$ cat src/rtl/per2axi_res_channel.sv
// Response stage of the per2axi bridge: merges AXI R and B beats into single-cycle
// peripheral responses, picking the 32-bit half of each read beat from a per-ID lane table.
module per2axi_res_channel #(
    parameter int PER_ADDR_WIDTH = 32,
    parameter int PER_ID_WIDTH   = 5,
    parameter int AXI_ADDR_WIDTH = 32,
    parameter int AXI_DATA_WIDTH = 64,
    parameter int AXI_USER_WIDTH = 6,
    parameter int AXI_ID_WIDTH   = 3
) (
    input  logic                      clk_i,
    input  logic                      rst_ni,
    output logic                      per_slave_r_valid_o,
    output logic                      per_slave_r_opc_o,
    output logic [PER_ID_WIDTH-1:0]   per_slave_r_id_o,
    output logic [31:0]               per_slave_r_rdata_o,
    input  logic                      axi_master_r_valid_i,
    input  logic [AXI_DATA_WIDTH-1:0] axi_master_r_data_i,
    input  logic [1:0]                axi_master_r_resp_i,
    input  logic                      axi_master_r_last_i,
    input  logic [AXI_ID_WIDTH-1:0]   axi_master_r_id_i,
    input  logic [AXI_USER_WIDTH-1:0] axi_master_r_user_i,
    output logic                      axi_master_r_ready_o,
    input  logic                      axi_master_b_valid_i,
    input  logic [1:0]                axi_master_b_resp_i,
    input  logic [AXI_ID_WIDTH-1:0]   axi_master_b_id_i,
    input  logic [AXI_USER_WIDTH-1:0] axi_master_b_user_i,
    output logic                      axi_master_b_ready_o,
    input  logic                      trans_req_i,
    input  logic [AXI_ID_WIDTH-1:0]   trans_id_i,
    input  logic [AXI_ADDR_WIDTH-1:0] trans_add_i
);

    // Out-of-range IDs decode to all zeros, which doubles as the range check.
    function automatic logic [PER_ID_WIDTH-1:0] id_onehot(input logic [AXI_ID_WIDTH-1:0] id);
        logic [PER_ID_WIDTH-1:0] oh;
        oh = {PER_ID_WIDTH{1'b0}};
        for (int i = 0; i < PER_ID_WIDTH; i++) begin
            oh[i] = (id == AXI_ID_WIDTH'(i));
        end
        return oh;
    endfunction

    logic [PER_ID_WIDTH-1:0] lane_q, lane_d;
    logic                    prio_q, prio_d;
    logic                    valid_q, valid_d;
    logic                    opc_q, opc_d;
    logic [PER_ID_WIDTH-1:0] id_q, id_d;
    logic [31:0]             rdata_q, rdata_d;
    logic                    grant_r_s, grant_b_s;
    logic [PER_ID_WIDTH-1:0] r_oh_s, b_oh_s;
    logic                    unused_inputs_s;

    assign unused_inputs_s = ^{axi_master_r_last_i, axi_master_r_user_i, axi_master_b_user_i,
                               trans_add_i, axi_master_r_data_i};

    // Arbitration, lane table update and next response computation.
    always_comb begin
        r_oh_s    = id_onehot(axi_master_r_id_i);
        b_oh_s    = id_onehot(axi_master_b_id_i);
        grant_r_s = axi_master_r_valid_i & (~axi_master_b_valid_i | ~prio_q);
        grant_b_s = axi_master_b_valid_i & ~grant_r_s;
        lane_d    = lane_q;
        prio_d    = prio_q;
        valid_d   = 1'b0;
        opc_d     = opc_q;
        id_d      = id_q;
        rdata_d   = rdata_q;

        if (trans_req_i) begin
            for (int i = 0; i < PER_ID_WIDTH; i++) begin
                if (trans_id_i == AXI_ID_WIDTH'(i)) begin
                    lane_d[i] = trans_add_i[2];
                end else begin
                    lane_d[i] = lane_q[i];
                end
            end
        end else begin
            lane_d = lane_q;
        end

        if (axi_master_r_valid_i && axi_master_b_valid_i) begin
            prio_d = ~prio_q;
        end else begin
            prio_d = prio_q;
        end

        // Lane lookup uses lane_q, so a same-cycle table write is not yet visible.
        if (grant_r_s) begin
            valid_d = 1'b1;
            opc_d   = axi_master_r_resp_i[1] | ~(|r_oh_s);
            id_d    = r_oh_s;
            rdata_d = (|(lane_q & r_oh_s)) ? axi_master_r_data_i[63:32]
                                           : axi_master_r_data_i[31:0];
        end else if (grant_b_s) begin
            valid_d = 1'b1;
            opc_d   = axi_master_b_resp_i[1] | ~(|b_oh_s);
            id_d    = b_oh_s;
            rdata_d = 32'h0000_0000;
        end else begin
            valid_d = 1'b0;
        end
    end

    // State and output registers with synchronous active-low reset.
    always_ff @(posedge clk_i) begin
        if (!rst_ni) begin
            lane_q  <= {PER_ID_WIDTH{1'b0}};
            prio_q  <= 1'b0;
            valid_q <= 1'b0;
            opc_q   <= 1'b0;
            id_q    <= {PER_ID_WIDTH{1'b0}};
            rdata_q <= 32'h0000_0000;
        end else begin
            lane_q  <= lane_d;
            prio_q  <= prio_d;
            valid_q <= valid_d;
            opc_q   <= opc_d;
            id_q    <= id_d;
            rdata_q <= rdata_d;
        end
    end

    assign axi_master_r_ready_o = grant_r_s;
    assign axi_master_b_ready_o = grant_b_s;
    assign per_slave_r_valid_o  = valid_q;
    assign per_slave_r_opc_o    = opc_q;
    assign per_slave_r_id_o     = id_q;
    assign per_slave_r_rdata_o  = rdata_q;

endmodule

$ cat config.mk
export PLATFORM = sky130hd
export DESIGN_NAME = per2axi_res_channel
export DESIGN_NICKNAME = d
export VERILOG_FILES = /design/src/rtl/per2axi_res_channel.sv
export SDC_FILE = /design/constraint.sdc
export NUM_CORES = 1
export LEC_CHECK = 0
export ABC_AREA = 1
export BUFFER_PORTS_ARGS = -buffer_cell sky130_fd_sc_hd__buf_2
export CORE_ASPECT_RATIO = 1.4
export CORE_UTILIZATION = 37
export DETAILED_ROUTE_END_ITERATION = 6
export GPL_ROUTABILITY_DRIVEN = 0
export PLACE_DENSITY_LB_ADDON = 0.05
export REMOVE_ABC_BUFFERS = 1
export SYNTH_ARGS = -nofsm -noshare
export SYNTH_HDL_FRONTEND = slang
export SYNTH_SLANG_ARGS = --single-unit
export TNS_END_PERCENT = 100
$ cat constraint.sdc
create_clock -name clk_i -period 1.05 [get_ports clk_i]
set_input_delay 0.0525 -clock clk_i [delete_from_list [all_inputs] [get_ports clk_i]]
set_output_delay 0.0525 -clock clk_i [all_outputs]
set_load 0.05 [all_outputs]
==> results.json, run 1 <==
{
  "status": "complete, but fails checks",
  "violations": "negative setup slack",
  "drive_gt1_share_pct": 39.0,
  "wl_per_cell_microns": 12.3,
  "relSlewSlack_pct": 81.7,
  "setup_viol_count_final": 40,
  "insertion_delay_ps": 290,
  "p_per_area_mw_per_mm2": 1100,
  "start_kind": "flop",
  "r2r_cells": 8,
  "die_h_microns": 96.0,
  "final.fill_count": 606,
  "worstReg2RegEnd": "per_slave_r_rdata_o[21]",
  "placedCellCount": 574,
  "synth-seq-cells": 45,
  "final_cell_mix": "119 x buf_2, 112 x nand2_1, 80 x inv_1",
  "synth.yosys.seq_area_share_pct": 38.5,
  "maxSlewViolCount": 0,
  "mappedNetlistArea_sq_mm": 0.00234,
  "holdPathEnd": "per_slave_r_rdata_o[16]",
  "ant_nets": 0,
  "drt_pass1_iterations": 4,
  "synth_cell_type_count": 21,
  "grt_max_degree": 34,
  "setup_slack_ps": -207,
  "drtIter0Drc": 101,
  "cts_buffers": 5,
  "htree_levels": 2,
  "grt_pass1_wl_microns": 11000,
  "rsz0062_at_grt": "true",
  "die_x_microns": 69.2,
  "grt-ovfl-total": 0,
  "cellLeakagePower_nw": 2.14,
  "diodes": 0,
  "dpl.hpwl_microns": 4770,
  "critPathMaxFanout": 8,
  "period_needed_ps": 1260,
  "clockBufferDepth": 2,
  "dieArea_sq_mm": 0.00664,
  "path_cells": "a21oi_4 -> buf_6 -> inv_4 -> nor2_4 -> buf_12 -> clkbuf_16 -> nand3_1 -> nand2_1",
  "wl_microns": 7260,
  "seqCellArea_sq_um": 903,
  "syn2layout_area_growth_pct": 55.6,
  "cpPeakStageDelay_ps": 350,
  "r2r-start": "prio_q",
  "std_cell_rows": 33,
  "ys_warn_count": 0,
  "drc": 0,
  "finalNonFillerCells": 591,
  "fin_util_pct": 60.8,
  "hold_start": "axi_master_r_data_i[48]",
  "io-pin-count": 168,
  "synth_cells": 377,
  "fp.coreArea_sq_mm": 0.00599,
  "hold_viol": 0,
  "clkSlewWorstSetupHoldPaths_ps": 90,
  "antenna_found_initial": 0,
  "r2r_setup_slack_ps": -210,
  "multi_input_area_sq_mm": 0.00122,
  "finalCritPeriodShare_pct": 120,
  "clock.fmax_mhz": 795,
  "worstHoldPathCells": 5,
  "grt_pass1_vias": 2452,
  "cts_sinks": 45,
  "cp.required_ps": 1290,
  "drv_cap": 0,
  "skew_ps": 3.98,
  "final_common_cell": "buf_2",
  "cts_tree": "done",
  "startpoint": "prio_q",
  "setup_tns_ps": -6530,
  "via_count": 2804,
  "syn_area_per_cell_sq_um": 6.20,
  "start_util_pct": 39.0,
  "ir_worst_vdd_v": 0.000661,
  "worstPathArrival_ps": 1500,
  "worstSetupEndpointType": "flop",
  "nets": 647,
  "cts-root-buf": "clkbuf_8",
  "io_buffer_count": 121,
  "setup.worst_path.class": "reg -> reg",
  "crit_slowest_cell": "dfxtp_2",
  "grt.total_usage_pct": 20.4,
  "worstMarginPinSlew_ps": 274,
  "hold_class": "in -> reg",
  "vias_per_cell": 4.74
}
[synth_stat cells]
cell	number	share of area [%]
nand2_1	115	18
nor2_1	9	1.4
o211ai_1	1	0.32
dfxtp_1	45	39
nor3_1	1	0.21
nor2_2	3	0.80
clkbuf_1	5	0.80
a31oi_1	1	0.27
nand3_1	79	17
inv_1	80	13
o31ai_1	1	0.32
nand3b_1	2	0.64
inv_2	4	0.64
o21ai_0	6	1.3
nand2_2	1	0.27
a21oi_1	7	1.5
buf_4	4	1.3
buf_2	7	1.5
nand4_1	4	1.1
nor2_4	1	0.48
a21oi_2	1	0.37
[state kept, by name (all words and copies together), names as in the netlist]
signal               flops
per_slave_r_opc_o        1
prio_q                   1
per_slave_r_valid_o      1
per_slave_r_id_o         5
per_slave_r_rdata_o     32
lane_q                   5
[critical path: cells and delay by family (launching register included)]
family / cells / cell delay [ps]
AOI/OAI and AO/OA: 1 / 180
buffers and inverters: 4 / 450
DFF: 1 / 350
and+or+nand+nor: 3 / 220
[area by class of cell]
type / instances / area share [%]
Sequential cell: 45 / 24.8
Clock buffer: 6 / 2.00
Tap cell: 70 / 2.41
Multi-Input combinational cell: 232 / 33.5
Timing Repair Buffer: 152 / 28.3
Inverter: 84 / 8.74
Clock inverter: 2 / 0.275
[cells by family (layout without fill, tap and decap cells)]
group / Yosys count / count (layout) / share of synthesized area, %
AND/OR/NAND/NOR: 215 / 215 / 40.3
flip-flops: 45 / 45 / 38.5
buffers and inverters: 100 / 244 / 17.1
AO/OA/AOI/OAI: 17 / 17 / 4.07
[layer usage]
metal	GRT usage (%)	routed length [microns]	vias up
li1	-	-	1436
met1	23.5	3020	1271
met2	38.8	3800	87
met3	3.56	338	10
met4	5.10	99	0
met5	0	0	-
[worst max-delay path by stage]
stage / to / slack, ps
finish: per_slave_r_rdata_o[21] / -210
global route: per_slave_r_rdata_o[25] / -270
detailed placement: per_slave_r_rdata_o[27] / -150
global placement: per_slave_r_rdata_o[6] / -120
floorplan: per_slave_r_id_o[3] / -970
CTS: per_slave_r_rdata_o[22] / -200
[through the flow]
step | hold slack (ps) | area (sq um) | worst slack [ps] | power (mW)
3_3_place_gp | 328 | 3160 | -124 | 2.84
4_1_cts | 30.9 | 3340 | -202 | 3.94
3_5_place_dp | 334 | 3160 | -146 | 2.85
6_report | 39.4 | 3640 | -207 | 4.02
5_1_grt | 34.9 | 3640 | -269 | 4.22
2_1_floorplan | 150 | 2250 | -969 | 2.45
[repair_timing]
| item | CTS | global route |
|---|---|---|
| setup buffers | 3 | 3 |
| endpoints found under the setup margin | 39 | 40 |
| cloned | 1 | 4 |
| gates resized for setup | 14 | 39 |
| pin swaps | 2 | 51 |
| hold buffers | 1 | 0 |
| endpoints found under the hold margin | 1 | 0 |
[report_power, final]
part	switching, mW	total [mW]	internal [mW]	leakage, nW
combinational	0.698	1.12	0.419	1.72
sequential	0.0468	1.85	1.80	0.370
clock	0.591	1.05	0.463	0.0450
No activity file was read; power rests on OpenSTA's default activity.
==> run 2, diff against run 1 <==
Settings changed: ABC_AREA 1 to not set, CORE_UTILIZATION 37 to 35.
==> run 2 against run 1 <==
  * The run still ends with negative setup slack left
  * Design area fell by 15%
  * Die area down 8.3%
  * Final cell count shrank 28%
  * Synthesized area shrank 13%
  * Sequential power is essentially flat
  * Synthesized cell count decreased by 42%
  * Critical path depth down 2
==> results.json, run 2 <==
{
  "rsz0062_at_grt": "true",
  "ant_nets": 0,
  "r2r_cells": 6,
  "clkPwrFrac_pct": 27.5,
  "postCtsHoldBufs": 0,
  "drc": 0,
  "finalCritPeriodShare_pct": 137,
  "cellLeakagePower_nw": 1.38,
  "wl_per_cell_microns": 12.4,
  "ir_worst_vdd_v": 0.000806,
  "antenna_found_initial": 0,
  "setup.worst_path.class": "reg -> reg",
  "power_switching_mw": 1.16,
  "mappedNetlistArea_sq_mm": 0.00202,
  "cp.depth": 6,
  "fp.coreArea_sq_mm": 0.00553,
  "cts-root-buf": "clkbuf_8",
  "drv_cap": 0,
  "insertion_delay_ps": 290,
  "pre_cts_ws_ps": -375,
  "synth-seq-cells": 45,
  "clock.fmax_mhz": 695,
  "hold_class": "in -> reg",
  "grt-ovfl-total": 0,
  "clkSlewWorstSetupHoldPaths_ps": 80,
  "final_cell_mix": "119 x buf_2, 41 x dfxtp_1, 38 x nand2_1",
  "io-pin-count": 168,
  "setup_tns_ps": -12170,
  "setup_viol_count_final": 38,
  "cts_buffers": 5,
  "path_buf_inv": 1,
  "drtIter0Drc": 50,
  "htree_levels": 2,
  "clockBufferDepth": 2,
  "cp.required_ps": 1230,
  "synth.yosys.seq_area_share_pct": 44.5,
  "cts_sinks": 45,
  "synth_cell_type_count": 30,
  "path_cells": "mux2_4 -> a21oi_4 -> o21ai_4 -> buf_12 -> mux2i_2 -> o21ai_1",
  "diodes": 0,
  "cpPeakStageDelay_ps": 320,
  "wl_microns": 5250,
  "grt_pass1_wl_microns": 8230,
  "yosysTopAreaCellShare_pct": 44.5,
  "grt.total_usage_pct": 17.6,
  "crit_slowest_cell": "dfxtp_2",
  "dpl.hpwl_microns": 3940,
  "nets": 482,
  "cts_tree": "done",
  "start_kind": "flop",
  "grt_max_degree": 33,
  "power.share.combinational_pct": 24.9,
  "holdWs_ps": 22.4,
  "worstHoldPathCells": 3,
  "synth_area_leaders": "dfxtp_1 45%, mux2i_1 17%, o21ai_1 8.2%",
  "fin_util_pct": 56.0,
  "synth_edf_count": 0,
  "start_util_pct": 36.6,
  "ys_warn_count": 0,
  "maxSlewViolCount": 0,
  "period_needed_ps": 1440,
  "worstMarginPinSlew_ps": 357,
  "std_cell_rows": 32,
  "status": "complete, but fails checks",
  "relSlewSlack_pct": 75.9,
  "synth.largest_area_cell": "dfxtp_1",
  "dieArea_sq_mm": 0.00609,
  "skew_ps": 5.19,
  "syn_area_per_cell_sq_um": 9.32,
  "async_flop_share_pct": 0,
  "drive_gt1_share_pct": 49.0,
  "via_count": 1990,
  "worstSetupEndpointType": "flop",
  "synth_common_cells": "45 x dfxtp_1, 41 x nand2_1, 35 x mux2i_1",
  "worstPathArrival_ps": 1620,
  "p_int_mw": 2.69,
  "finalPower_mw": 3.85,
  "critPathMaxFanout": 14,
  "final_common_cell": "buf_2",
  "vias_per_cell": 4.70,
  "violations": "negative setup slack",
  "p_per_area_mw_per_mm2": 1240,
  "syn2layout_area_growth_pct": 52.9,
  "die_x_microns": 66.3,
  "setup_slack_ps": -388,
  "drt_pass1_iterations": 4,
  "synthFlopType": "dfxtp_1",
  "grt_pass1_vias": 1824,
  "io_buffer_count": 121,
  "switching_share_pct": 30.0,
  "largest_register_ffs": 32,
  "power_frac_seq_pct": 47.6,
  "crit_family": "multiplexers",
  "synth_cells": 217,
  "synth_most_common_cell": "dfxtp_1",
  "die_h_microns": 92.0,
  "hold_viol": 0
}
==> run 2: cell count changes after synthesis, moves of 4 or more <==
cell,change
nand2_1,-74
mux2i_1,+35
o21ai_0,-4
nand3_1,-74
o21ai_1,+33
a21boi_1,+7
inv_1,-77
nand4_1,-4
buf_4,-4
buf_2,-7
a32oi_1,+4
a21oi_1,-7
nor2b_1,+4
==> run 2: path summary, 6_finish.rpt <==
| kind | startpoint | slack (ps) | endpoint |
|---|---|---|---|
| hold / removal | axi_master_r_data_i[29] | 20 | per_slave_r_rdata_o[29] |
| setup / recovery | lane_q[0] | -390 | per_slave_r_rdata_o[19] |
| setup reg to reg | lane_q[0] | -390 | per_slave_r_rdata_o[19] |
| hold reg to reg | per_slave_r_rdata_o[11] | 440 | per_slave_r_rdata_o[11] |
==> run 2: power groups by stage <==
stage	Sequential (mW)	Combinational [mW]	Clock, mW
detailed placement	1.87	0.868	0
global placement	1.87	0.865	0
floorplan	2.15	0.220	0
global route	1.85	1.02	1.19
CTS	1.83	0.949	1.11
finish	1.83	0.957	1.06
==> run 2: area by class of cell <==
| cell class | count | area, sq um |
|---|---|---|
| clock buffers | 7 | 86.3 |
| fillers | 541 | 2430 |
| inverters | 5 | 42.5 |
| multi-input cells | 156 | 1110 |
| flip-flops and latches | 45 | 906 |
| well taps | 68 | 85.1 |
| repair buffers | 142 | 865 |
==> run 2: cell families after synthesis <==
| group | count (synthesis) | synth area share (%) |
|---|---|---|
| and+or+nand+nor | 67 | 15.1 |
| buffers and inverters | 16 | 6.06 |
| AOI/OAI and AO/OA | 52 | 15.8 |
| xor gates and xnor gates | 1 | 0.433 |
| muxes | 36 | 18.1 |
| DFF | 45 | 44.5 |
==> run 2: worst min-delay path: stages <==
cell and delay, ps:
buf_2 70, mux2i_1 50, o21ai_1 100
==> run 2: repair_timing <==
| action | CTS | global route |
|---|---|---|
| gates cloned | 0 | 0 |
| endpoints found under the setup margin | 40 | 40 |
| resized for setup | 32 | 11 |
| pin swaps | 11 | 10 |
| buffers inserted | 3 | 1 |
| endpoints found under the hold margin | 0 | 0 |
==> run 2: metrics by stage <==
stage | instance area (sq um) | std cells
2_1_floorplan | 1930 | 206
3_3_place_gp | 2810 | 412
3_5_place_dp | 2810 | 412
4_1_cts | 3050 | 422
5_1_grt | 3090 | 423
6_report | 3090 | 423
==> run 2: layer usage <==
layer	global-route usage [%]	up-vias	wire, microns
met5	0	-	0
met4	5.32	0	63
met3	4.73	6	322
met2	32.2	70	2780
met1	19.1	882	2080
li1	-	1032	-
==> run 3, diff against run 2 <==
Settings changed: PLACE_DENSITY set to 0.85, PLACE_DENSITY_LB_ADDON 0.05 to not set.
==> run 3 against run 2 <==
  * The run still ends with negative setup slack left
  * Routed wire length increased by 4.3%
  * Highest routed layer unchanged
  * Largest power group unchanged
  * Worst hold slack worse by 7.8 ps
  * Final cell count is 0.47% lower
  * Count of clock-buffer cells in the layout increased by 1
  * Critical path type unchanged
  * Largest cell class unchanged
  * Non-clock buffer count decreased by 3
  * Worst setup slack better by 30 ps
  * Sequential cell count unchanged
==> results.json, run 3 (synthesis gave the netlist of run 2 again) <==
{
  "grt-ovfl-total": 0,
  "p_per_area_mw_per_mm2": 1250,
  "finalPower_mw": 3.79,
  "cts_sinks": 45,
  "clkSlewWorstSetupHoldPaths_ps": 80,
  "hold_viol": 0,
  "p_int_mw": 2.63,
  "maxSlewViolCount": 0,
  "final_cell_mix": "119 x buf_2, 40 x dfxtp_1, 38 x nand2_1",
  "grt_pass1_wl_microns": 8420,
  "drt_pass1_iterations": 4,
  "setup.worst_path.class": "reg -> reg",
  "antenna_found_initial": 0,
  "grt.total_usage_pct": 17.6,
  "syn2layout_area_growth_pct": 50.1,
  "path_cells": "mux2_4 -> a21oi_4 -> o21ai_4 -> buf_12 -> mux2i_2 -> o21ai_1",
  "clock.fmax_mhz": 710,
  "switching_share_pct": 30.6,
  "power.share.combinational_pct": 24.9,
  "power_switching_mw": 1.16,
  "largest_register_ffs": 32,
  "violations": "negative setup slack",
  "drc": 0,
  "status": "complete, but fails checks",
  "io-pin-count": 168,
  "std_cell_rows": 32,
  "final.fill_count": 481,
  "grt_max_degree": 33,
  "cts-root-buf": "clkbuf_8",
  "setup_slack_ps": -358,
  "crit_family": "multiplexers",
  "power_frac_seq_pct": 48.5,
  "dieArea_sq_mm": 0.00609,
  "path_buf_inv": 1,
  "skew_ps": 8.85,
  "die_x_microns": 66.3,
  "final_common_cell": "buf_2",
  "start_kind": "flop",
  "placedCellCount": 410,
  "vias_per_cell": 5.00,
  "setup_viol_count_final": 39,
  "via_count": 2107,
  "finalNonFillerCells": 421,
  "io_buffer_count": 121,
  "hold_class": "in -> reg",
  "cpPeakStageDelay_ps": 330,
  "wl_microns": 5470,
  "dpl.hpwl_microns": 3980,
  "critPathMaxFanout": 13,
  "cts_buffers": 5,
  "ir_worst_vdd_v": 0.000572,
  "ant_nets": 0,
  "period_needed_ps": 1410,
  "worstSetupEndpointType": "flop",
  "insertion_delay_ps": 290,
  "nets": 479,
  "rsz0062_at_grt": "true",
  "cts_tree": "done",
  "clkPwrFrac_pct": 26.7,
  "drv_cap": 0,
  "cellLeakagePower_nw": 1.36,
  "fp.coreArea_sq_mm": 0.00553,
  "crit_slowest_cell": "dfxtp_2",
  "die_h_microns": 92.0,
  "diodes": 0,
  "htree_levels": 2,
  "worstMarginPinSlew_ps": 348,
  "finalCritPeriodShare_pct": 134,
  "grt_pass1_vias": 2016,
  "wl_per_cell_microns": 13.0,
  "start_util_pct": 36.6,
  "setup_tns_ps": -11060,
  "worstPathArrival_ps": 1580,
  "relSlewSlack_pct": 76.6,
  "clockBufferDepth": 2,
  "drtIter0Drc": 125,
  "drive_gt1_share_pct": 48.4,
  "cp.required_ps": 1230
}
[run 3: changes by cell type in the layout (fill, tap and decap cells not counted), moves of 2 or more]
cell | before | now
buf_6 | 5 | 3
mux2i_2 | 3 | 1
mux2i_1 | 31 | 34
clkbuf_1 | 1 | 3
[run 3: timing repair]
| item | 4_1_cts | 5_1_grt |
|---|---|---|
| endpoints found under the setup margin | 39 | 39 |
| hold buffers | 0 | 0 |
| endpoints found under the hold margin | 0 | 0 |
| pin swaps | 2 | 3 |
| setup buffers | 0 | 3 |
| resized for setup | 19 | 19 |
[run 3: final cells by class]
class | count | area, sq um | area share [%]
sequential | 45 | 907 | 29.9
inverter | 5 | 37.5 | 1.24
timing repair buffer | 139 | 822 | 27.1
clock buffer | 8 | 80.1 | 2.64
multi-input combinational | 156 | 1100 | 36.4
tap | 68 | 85.1 | 2.80
[run 3: final timing paths]
kind | start | end | slack, ps | depth (start not counted)
max | lane_q[0] | per_slave_r_rdata_o[25] | -360 | 6
min | axi_master_r_data_i[31] | per_slave_r_rdata_o[31] | 10 | 3
max reg2reg | lane_q[0] | per_slave_r_rdata_o[25] | -360 | 6
min reg2reg | per_slave_r_rdata_o[1] | per_slave_r_rdata_o[1] | 450 | 2
[run 3: power groups by stage]
stage | Clock, mW | Sequential [mW] | Combinational, mW
6_report | 1.01 | 1.84 | 0.942
5_1_grt | 1.11 | 1.85 | 1.00
2_1_floorplan | 0 | 2.15 | 0.220
3_3_place_gp | 0 | 1.87 | 0.843
4_1_cts | 1.06 | 1.83 | 0.896
3_5_place_dp | 0 | 1.87 | 0.860
[run 3: routing by layer]
metal	wire length, microns	up-vias	share of wire, %	global-route usage, %
met5	0	-	0	0
met4	122	0	2.2	7.45
met3	392	11	7.2	4.10
met2	2930	93	53	34.3
met1	2030	978	37	16.6
li1	-	1025	-	-
[run 3: worst register-to-register path, delay by kind of cell (launching register included)]
family / cells / cell delay, ps
AOI/OAI and AO/OA: 3 / 320
buffers and inverters: 1 / 170
DFF: 1 / 330
muxes: 2 / 480
[run 3: metrics by stage]
stage          hold WS (ps)  setup slack [ps]  area [sq um]  utilization [%]
2_1_floorplan           174              -711          1930                -
5_1_grt                22.4              -415          3040             55.0
6_report               14.6              -358          3040             55.0
3_3_place_gp            309              -313          2790             50.4
3_5_place_dp            320              -379          2790             50.4
4_1_cts                9.32              -365          2940             53.1
